[src/rtl/cdb_arbiter.sv]
// cdb_arbiter: round-robin common-data-bus arbiter with one result buffer per functional unit
//   clk, rst        clock, synchronous active-high reset
//   flush           mispredict flush, drops buffered and in-flight results
//   fu_valid/tag/data, fu_ready   per-unit result handshake (slice i = unit i)
//   cdb_valid/tag/data            registered broadcast channels (slice c = channel c)
//   rob_set_valid                 one-hot OR of broadcast tags, aligned with cdb_valid
module cdb_arbiter #(
    parameter int NUM_FU    = 5,
    parameter int NUM_CDB   = 2,
    parameter int TAG_W     = 3,
    parameter int ROB_DEPTH = 8,
    parameter int DATA_W    = 32
)(
    input  logic                        clk,
    input  logic                        rst,
    input  logic                        flush,
    input  logic [NUM_FU-1:0]           fu_valid,
    input  logic [NUM_FU*TAG_W-1:0]     fu_tag,
    input  logic [NUM_FU*DATA_W-1:0]    fu_data,
    output logic [NUM_FU-1:0]           fu_ready,
    output logic [NUM_CDB-1:0]          cdb_valid,
    output logic [NUM_CDB*TAG_W-1:0]    cdb_tag,
    output logic [NUM_CDB*DATA_W-1:0]   cdb_data,
    output logic [ROB_DEPTH-1:0]        rob_set_valid
);
    localparam int PW = (NUM_FU > 1) ? $clog2(NUM_FU) : 1;

    logic [NUM_FU-1:0]   buf_valid;
    logic [TAG_W-1:0]    buf_tag  [NUM_FU];
    logic [DATA_W-1:0]   buf_data [NUM_FU];
    logic [PW-1:0]       rr_ptr, last, nxt_ptr;
    logic [NUM_FU-1:0]   rot, gr_rot, grant;
    logic [2*NUM_FU-1:0] gr_dbl;
    logic [NUM_CDB-1:0]  ch_vld;
    logic [PW-1:0]       ch_idx [NUM_CDB];
    logic [ROB_DEPTH-1:0] set_nxt;
    int                  n;

    // Scan in a rotated view so position k is unit (rr_ptr+k) mod NUM_FU,
    // then rotate the grants back into unit order.
    always_comb begin
        rot = NUM_FU'({buf_valid, buf_valid} >> rr_ptr);
        gr_rot = '0;
        ch_vld = '0;
        last = '0;
        n = 0;
        for (int c = 0; c < NUM_CDB; c++) ch_idx[c] = '0;
        for (int k = 0; k < NUM_FU; k++) begin
            if (rot[k] && n < NUM_CDB) begin
                gr_rot[k] = 1'b1;
                last = PW'((int'(rr_ptr) + k) % NUM_FU);
                for (int c = 0; c < NUM_CDB; c++) begin
                    if (n == c) begin
                        ch_vld[c] = 1'b1;
                        ch_idx[c] = last;
                    end
                end
                n = n + 1;
            end
        end
        gr_dbl = {gr_rot, gr_rot} << rr_ptr;
        grant = gr_dbl[2*NUM_FU-1:NUM_FU];
        set_nxt = '0;
        for (int c = 0; c < NUM_CDB; c++)
            if (ch_vld[c]) set_nxt[buf_tag[ch_idx[c]]] = 1'b1;
    end

    assign nxt_ptr  = (last == PW'(NUM_FU - 1)) ? '0 : last + 1'b1;
    // A granted entry drains this cycle, so it can be refilled at the same edge.
    assign fu_ready = ~buf_valid | grant;

    always_ff @(posedge clk) begin
        if (rst) begin
            buf_valid     <= '0;
            rr_ptr        <= '0;
            cdb_valid     <= '0;
            cdb_tag       <= '0;
            cdb_data      <= '0;
            rob_set_valid <= '0;
        end else begin
            for (int i = 0; i < NUM_FU; i++) begin
                if (fu_valid[i] && fu_ready[i] && !flush) begin
                    buf_valid[i] <= 1'b1;
                    buf_tag[i]   <= fu_tag[i*TAG_W +: TAG_W];
                    buf_data[i]  <= fu_data[i*DATA_W +: DATA_W];
                end else if (grant[i] || flush) begin
                    buf_valid[i] <= 1'b0;
                end
            end
            for (int c = 0; c < NUM_CDB; c++) begin
                if (ch_vld[c]) begin
                    cdb_tag[c*TAG_W +: TAG_W]    <= buf_tag[ch_idx[c]];
                    cdb_data[c*DATA_W +: DATA_W] <= buf_data[ch_idx[c]];
                end
            end
            cdb_valid     <= flush ? '0 : ch_vld;
            rob_set_valid <= flush ? '0 : set_nxt;
            if (!flush && |grant) rr_ptr <= nxt_ptr;
        end
    end
endmodule

[config.mk]
export PLATFORM = sky130hd
export DESIGN_NAME = cdb_arbiter
export DESIGN_NICKNAME = d
export VERILOG_FILES = /design/src/rtl/cdb_arbiter.sv
export SDC_FILE = /design/constraint.sdc
export NUM_CORES = 1
export LEC_CHECK = 0
export BUFFER_PORTS_ARGS = -buffer_cell sky130_fd_sc_hd__buf_2
export CAP_MARGIN = 20
export CORE_MARGIN = 3
export CORE_UTILIZATION = 50
export CTS_CLUSTER_DIAMETER = 80
export DETAILED_ROUTE_END_ITERATION = 16
export PLACE_DENSITY = 0.76
export SLEW_MARGIN = 5
export SYNTH_ARGS = -nofsm -noshare
export SYNTH_HDL_FRONTEND = slang
export SYNTH_SLANG_ARGS = --single-unit
[constraint.sdc]
create_clock -name clk -period 8.6 [get_ports clk]
set_input_delay 0.43 -clock clk [delete_from_list [all_inputs] [get_ports clk]]
set_output_delay 0.43 -clock clk [all_outputs]
set_load 0.005 [all_outputs]
=== Word level (Yosys, flattened, before mapping) ===
Memories as Yosys holds them, arrays and structs flattened. A register that Yosys moved wholly into a read port is not among the register bits.
Index checks and enable logic that the tools add are counted.

* Input port bits: 183
* RAM bits: 175
* Register bits after elaboration: 24
* Output and inout port bits: 85
* Word-level logic and storage cells: 147
* Memories kept: 2

* $lt $le $gt $ge: 8
* Mux-type cells: 70
* Reductions and logical operators: 34
* Add/sub/neg operators: 8
* Eq/ne operators: 5
* Divide/modulo/power cells: 5
* Bitwise logic cells: 3
* Shift operators: 2

{| class="wikitable"
|+ Memories
! name !! words !! bits a word !! rd ports !! clocked after memory_dff !! write ports !! RTL line !! source
|-
| buf_data || 5 || 32 || 2 || 2 || 5 || 30 || <nowiki>logic [DATA_W-1:0] buf_data [NUM_FU];</nowiki>
|-
| buf_tag || 5 || 3 || 2 || 0 || 5 || 29 || <nowiki>logic [TAG_W-1:0] buf_tag [NUM_FU];</nowiki>
|}

{| class="wikitable"
|+ Operators with widths
! cell !! count
|-
| $eq A32 B2 Y1 const B || 4
|-
| $logic_not A32 Y1 || 4
|-
| $lt A32 B3 Y1 const B || 4
|-
| $mod A32 B4 Y32 const B || 4
|-
| $add A32 B2 Y32 const B || 3
|-
| $mux W32 || 3
|-
| $mux W3 || 14
|-
| $mux W1 || 41
|-
| $mod A4 B4 Y32 const B || 1
|-
| $mux W6 || 4
|-
| $logic_and A1 B1 Y1 || 17
|-
| $mux W8 || 2
|-
| $reduce_bool A2 Y1 || 5
|-
| $shl A10 B3 Y10 || 1
|-
| $shr A10 B3 Y5 || 1
|-
| $add A3 B2 Y4 const B || 2
|-
| $lt A3 B4 Y1 const B || 2
|-
| $mux W2 || 4
|-
| $or A8 B8 Y8 || 1
|-
| $demux W1 S3 || 2
|-
| $ge A3 B1 Y1 const B || 2
|-
| $logic_or A1 B1 Y1 || 5
|-
| $not A5 Y5 || 1
|-
| $or A5 B5 Y5 || 1
|-
| other kinds (7) || 7
|}

=== Longest topological paths before layout ===
An unclocked memory read counts as a cell.

* Depth in word-level cells: 22
* Mapped depth: 25

=== Worst setup path after synthesis ===
No wires, ideal clock.

* Path type: reg2reg
* Start: reg rr_ptr[2]
* End: mem buf_data[4][0] (enable)
* Arrival: 5.692 ns
* Period minus slack after synthesis: 6.088 ns
* Stages on the path, launching flop included: 19
* Data required time: 8.204 ns
* Buffers on the path: 2
* Setup slack: 2.512 ns
* Cells stage by stage: dfxtp_1 buf_6 buf_2 mux4_2 nand2_1 a21boi_1 inv_1 ha_1 nor3_2 fa_1 ha_1 nor2_1 nand2_1 a21oi_1 mux2i_1 mux2i_1 nand2_1 o211ai_1 and3_1

{| class="wikitable"
|+ RTL lines
! what !! RTL line !! source
|-
| start: declaration || 31 || <nowiki>logic [PW-1:0] rr_ptr, last, nxt_ptr;</nowiki>
|-
| start signal: assignment || 98 || <nowiki>if (!flush && |grant) rr_ptr <= nxt_ptr;</nowiki>
|-
| end: declaration || 30 ||
|}

=== Worst setup path after layout ===
* Start: reg rr_ptr[2]
* End: reg rob_set_valid[6]

* Longest elaborated chain between the ends: 22

{| class="wikitable"
|+ Ends and longest elaborated chain
! what !! RTL line !! source
|-
| branches (longest 21 deep; another with $mod A32 B4 Y32) || n/a ||
|-
| $mux W8 * || 65 || <nowiki>if (ch_vld[c]) set_nxt[buf_tag[ch_idx[c]]] = 1'b1;</nowiki>
|-
| end signal: assignment || 97 || <nowiki>rob_set_valid <= flush ? '0 : set_nxt;</nowiki>
|-
| end: declaration || 24 || <nowiki>output logic [ROB_DEPTH-1:0] rob_set_valid</nowiki>
|}

Mark *: on every way between the ends.
A chain may end at the register's enable or synchronous reset.

==> impl_metrics.json <==
{
  "ys_top_cells_by_area": "edfxtp_1 (40%), dfxtp_1 (13%), mux2i_1 (7.1%)",
  "netlist.top_cell.by_area": "edfxtp_1",
  "cp_max_fo": 36,
  "combinationalPowerShare": 0.533,
  "seq_area_frac_synth": 0.527,
  "nets": 1612,
  "synth_most_common_cell": "edfxtp_1",
  "row_count": 59,
  "hold_viol": 0,
  "seqPwrFrac": 0.263,
  "start_util": 0.509,
  "synth_xor_area_frac": 0.00640,
  "post_cts_buffers": 0,
  "fmax_mhz": 158,
  "path_class": "reg2reg",
  "peakVddDrop_mv": 0.272,
  "power_frac_clock": 0.204,
  "ioPinCount": 268,
  "synthDominantCellAreaShare": 0.395,
  "syn_area_per_cell_sq_um": 11.5,
  "netlist_top_cells_count": "edfxtp_1 (175), nand2_1 (171), nor2_1 (98)",
  "grt_antenna_before_repair": 5,
  "cp-start-kind": "flop",
  "root_buffer": "clkbuf_16",
  "crit_required_ps": 9040,
  "viasPerCell": 6.01,
  "relSlewSlack": 0.288,
  "skew_ps": 19.0,
  "leakage_nw": 6.82,
  "synth_top_family_by_area": "multiplexers",
  "h-tree-depth": 1,
  "wire_per_inst_um": 22.4,
  "grt_overflow": 0,
  "synthArstFlopShare": 0,
  "core_area_sq_um": 26100,
  "ys_ff_latch": 263,
  "hpwlAfterDp_um": 26900,
  "max_stage_delay_ps": 920,
  "grt_pass1_wl_um": 59900,
  "switching_share": 0.417,
  "syn_nets": 1373,
  "dp_slack_ps": 2320,
  "setup_viol": 0,
  "p_per_area_nw_per_um2": 389,
  "outcome": "finished clean",
  "grt_max_degree": 76,
  "synth-main-ff-cell": "edfxtp_1",
  "numCtsBuffers": 28,
  "netlist_instances": 1160,
  "slew_violations": 0,
  "hold_class": "in2reg",
  "netlist_area_sq_um": 13300,
  "die-area_sq_um": 28600,
  "tightest_slew_ps": 1070,
  "drv_cap": 0,
  "p_sw_mw": 2.58,
  "ys_types": 80,
  "yosysWarnings": 0,
  "final_util": 0.610,
  "die_height_um": 169,
  "fin_crit_sh": 0.735,
  "power.internal_mw": 3.62,
  "synth_compound_area_frac": 0.123,
  "cts_tree": "yes",
  "crit_path_top_delay_cell": "mux2_2",
  "gp_congestion": 0.904,
  "vias": 10600,
  "synthMuxAreaShare": 0.152,
  "grt_usage": 0.267,
  "portBuffers": 267,
  "rsz0062_at_grt": "false",
  "cts.path.max_buffers": 3,
  "fp.dieW_um": 169,
  "critPathCaptureType": "flop",
  "arrival_ps": 6760,
  "path_cells": "mux4_2 -> nand2_1 -> a21boi_1 -> inv_1 -> ha_1 -> nor3_2 -> fa_1 -> ha_1 -> nor2_1 -> nand4_1 -> o31a_1 -> or2_1 -> mux2_2 -> nor2_1 -> a221o_1 -> o32ai_1",
  "synth-edff-count": 175,
  "setup_tns_ps": 0,
  "drive_gt1_frac": 0.293,
  "clock_sinks": 263,
  "drc": 0,
  "clk_pin_slew_ps": 60,
  "drt_first_pass_iters": 5,
  "synth-adder-area-share": 0.0293,
  "drt-initial-drc-count": 984,
  "syn_to_final_growth_pct": 19.8,
  "drt.antenna.violating_nets": 0,
  "wirelength_um": 39400,
  "ctsHoldBuffers": 0,
  "holdWs_ps": 39.0,
  "grt_pass1_vias": 10600,
  "synthSimpleGateAreaFrac": 0.124,
  "post_cts_resized": 0,
  "clk_latency_ps": 560,
  "setup_ws_ps": 2280,
  "fin_crit_ps": 6320
}
==> logic make-up after synthesis <==
logic type	after synthesis
buffers and inverters	107
and+or+nand+nor	377
adders and majority gates	30
DFF	263
AOI/OAI and AO/OA	224
muxes	151
xor gates and xnor gates	8
==> power groups by stage <==
stage                     logic, mW  clock network, mW  registers [mW]
after floorplan                2.40                  0            1.63
after global placement         3.20                  0            1.65
after detailed placement       3.25                  0            1.65
after CTS                      3.26               1.28            1.63
after global routing           3.62               1.33            1.65
final                          3.31               1.27            1.63
==> final timing paths <==
path         cells after the start                          end                      from  slack, ps
max                             16  rob_set_valid[6]$_SDFF_PP0_    rr_ptr[2]$_SDFFE_PP0P_       2280
min                              1    buf_data[3][30]$_DFFE_PP_              fu_data[126]         40
max reg2reg                     16  rob_set_valid[6]$_SDFF_PP0_    rr_ptr[2]$_SDFFE_PP0P_       2280
min reg2reg                      2     cdb_data[2]$_SDFFE_PP0P_  cdb_data[2]$_SDFFE_PP0P_        490
==> per-stage QoR <==
| stage | power (mW) | area, sq um | std cells |
|---|---|---|---|
| floorplan | 4.03 | 13300 | 1160 |
| global placement | 4.85 | 14900 | 1702 |
| detailed placement | 4.91 | 14900 | 1702 |
| CTS | 6.18 | 15900 | 1754 |
| global route | 6.60 | 15900 | 1760 |
| finish | 6.20 | 15900 | 1760 |
==> sequential cells by signal, indices dropped and copies added (netlist names) <==
signal and flops:
cdb_tag 6, rr_ptr 3, rob_set_valid 8, cdb_data 64
cdb_valid 2, buf_valid 5, buf_data 160, buf_tag 15
==> worst max-delay path: cells and delay by family (launching register included) <==
family | cells | cell delay, ps
compound gates | 4 | 1340
fa+ha+maj | 3 | 1160
buf+inv | 1 | 210
flops | 1 | 690
mux | 2 | 1490
simple gates | 6 | 1290
==> area by class of cell <==
type,instances,area [sq um]
Inverter,28,105
Clock inverter,17,195
Clock buffer,35,798
Fill cell,2101,10200
Antenna cell,4,10.0
Timing Repair Buffer,288,1530
Tap cell,335,419
Multi-Input combinational cell,790,5860
Sequential cell,263,7020
==> layout by cell type, fill, tap and decap left out, types with 6 or more instances in the layout <==
cell type	netlist	routed
mux2_2	15	15
nor3_1	9	9
ha_1	28	28
nor2_1	98	98
mux2i_1	95	94
a311oi_1	32	32
buf_4	4	19
a31oi_1	10	9
xnor2_1	6	6
nand2b_1	12	12
a211oi_1	40	40
edfxtp_1	175	175
dfxtp_1	88	88
clkbuf_16	0	29
buf_2	6	267
nor2b_1	7	7
o21ai_0	13	13
inv_1	26	26
mux4_2	37	37
a21oi_1	52	52
and3_2	0	6
clkinv_1	2	6
o211ai_1	9	9
nand2_1	171	171
nand3_1	43	41
o22ai_1	7	7
clkinv_2	0	6
==> routing by layer <==
| metal | vias to the layer above | global-route usage | part of all wire |
|---|---|---|---|
| li1 | 4849 | - | - |
| met1 | 5060 | 0.348 | 0.40 |
| met2 | 575 | 0.452 | 0.49 |
| met3 | 83 | 0.0420 | 0.077 |
| met4 | 2 | 0.105 | 0.033 |
| met5 | - | 0 | 0.00033 |
Power figures use the tool's default switching activity.
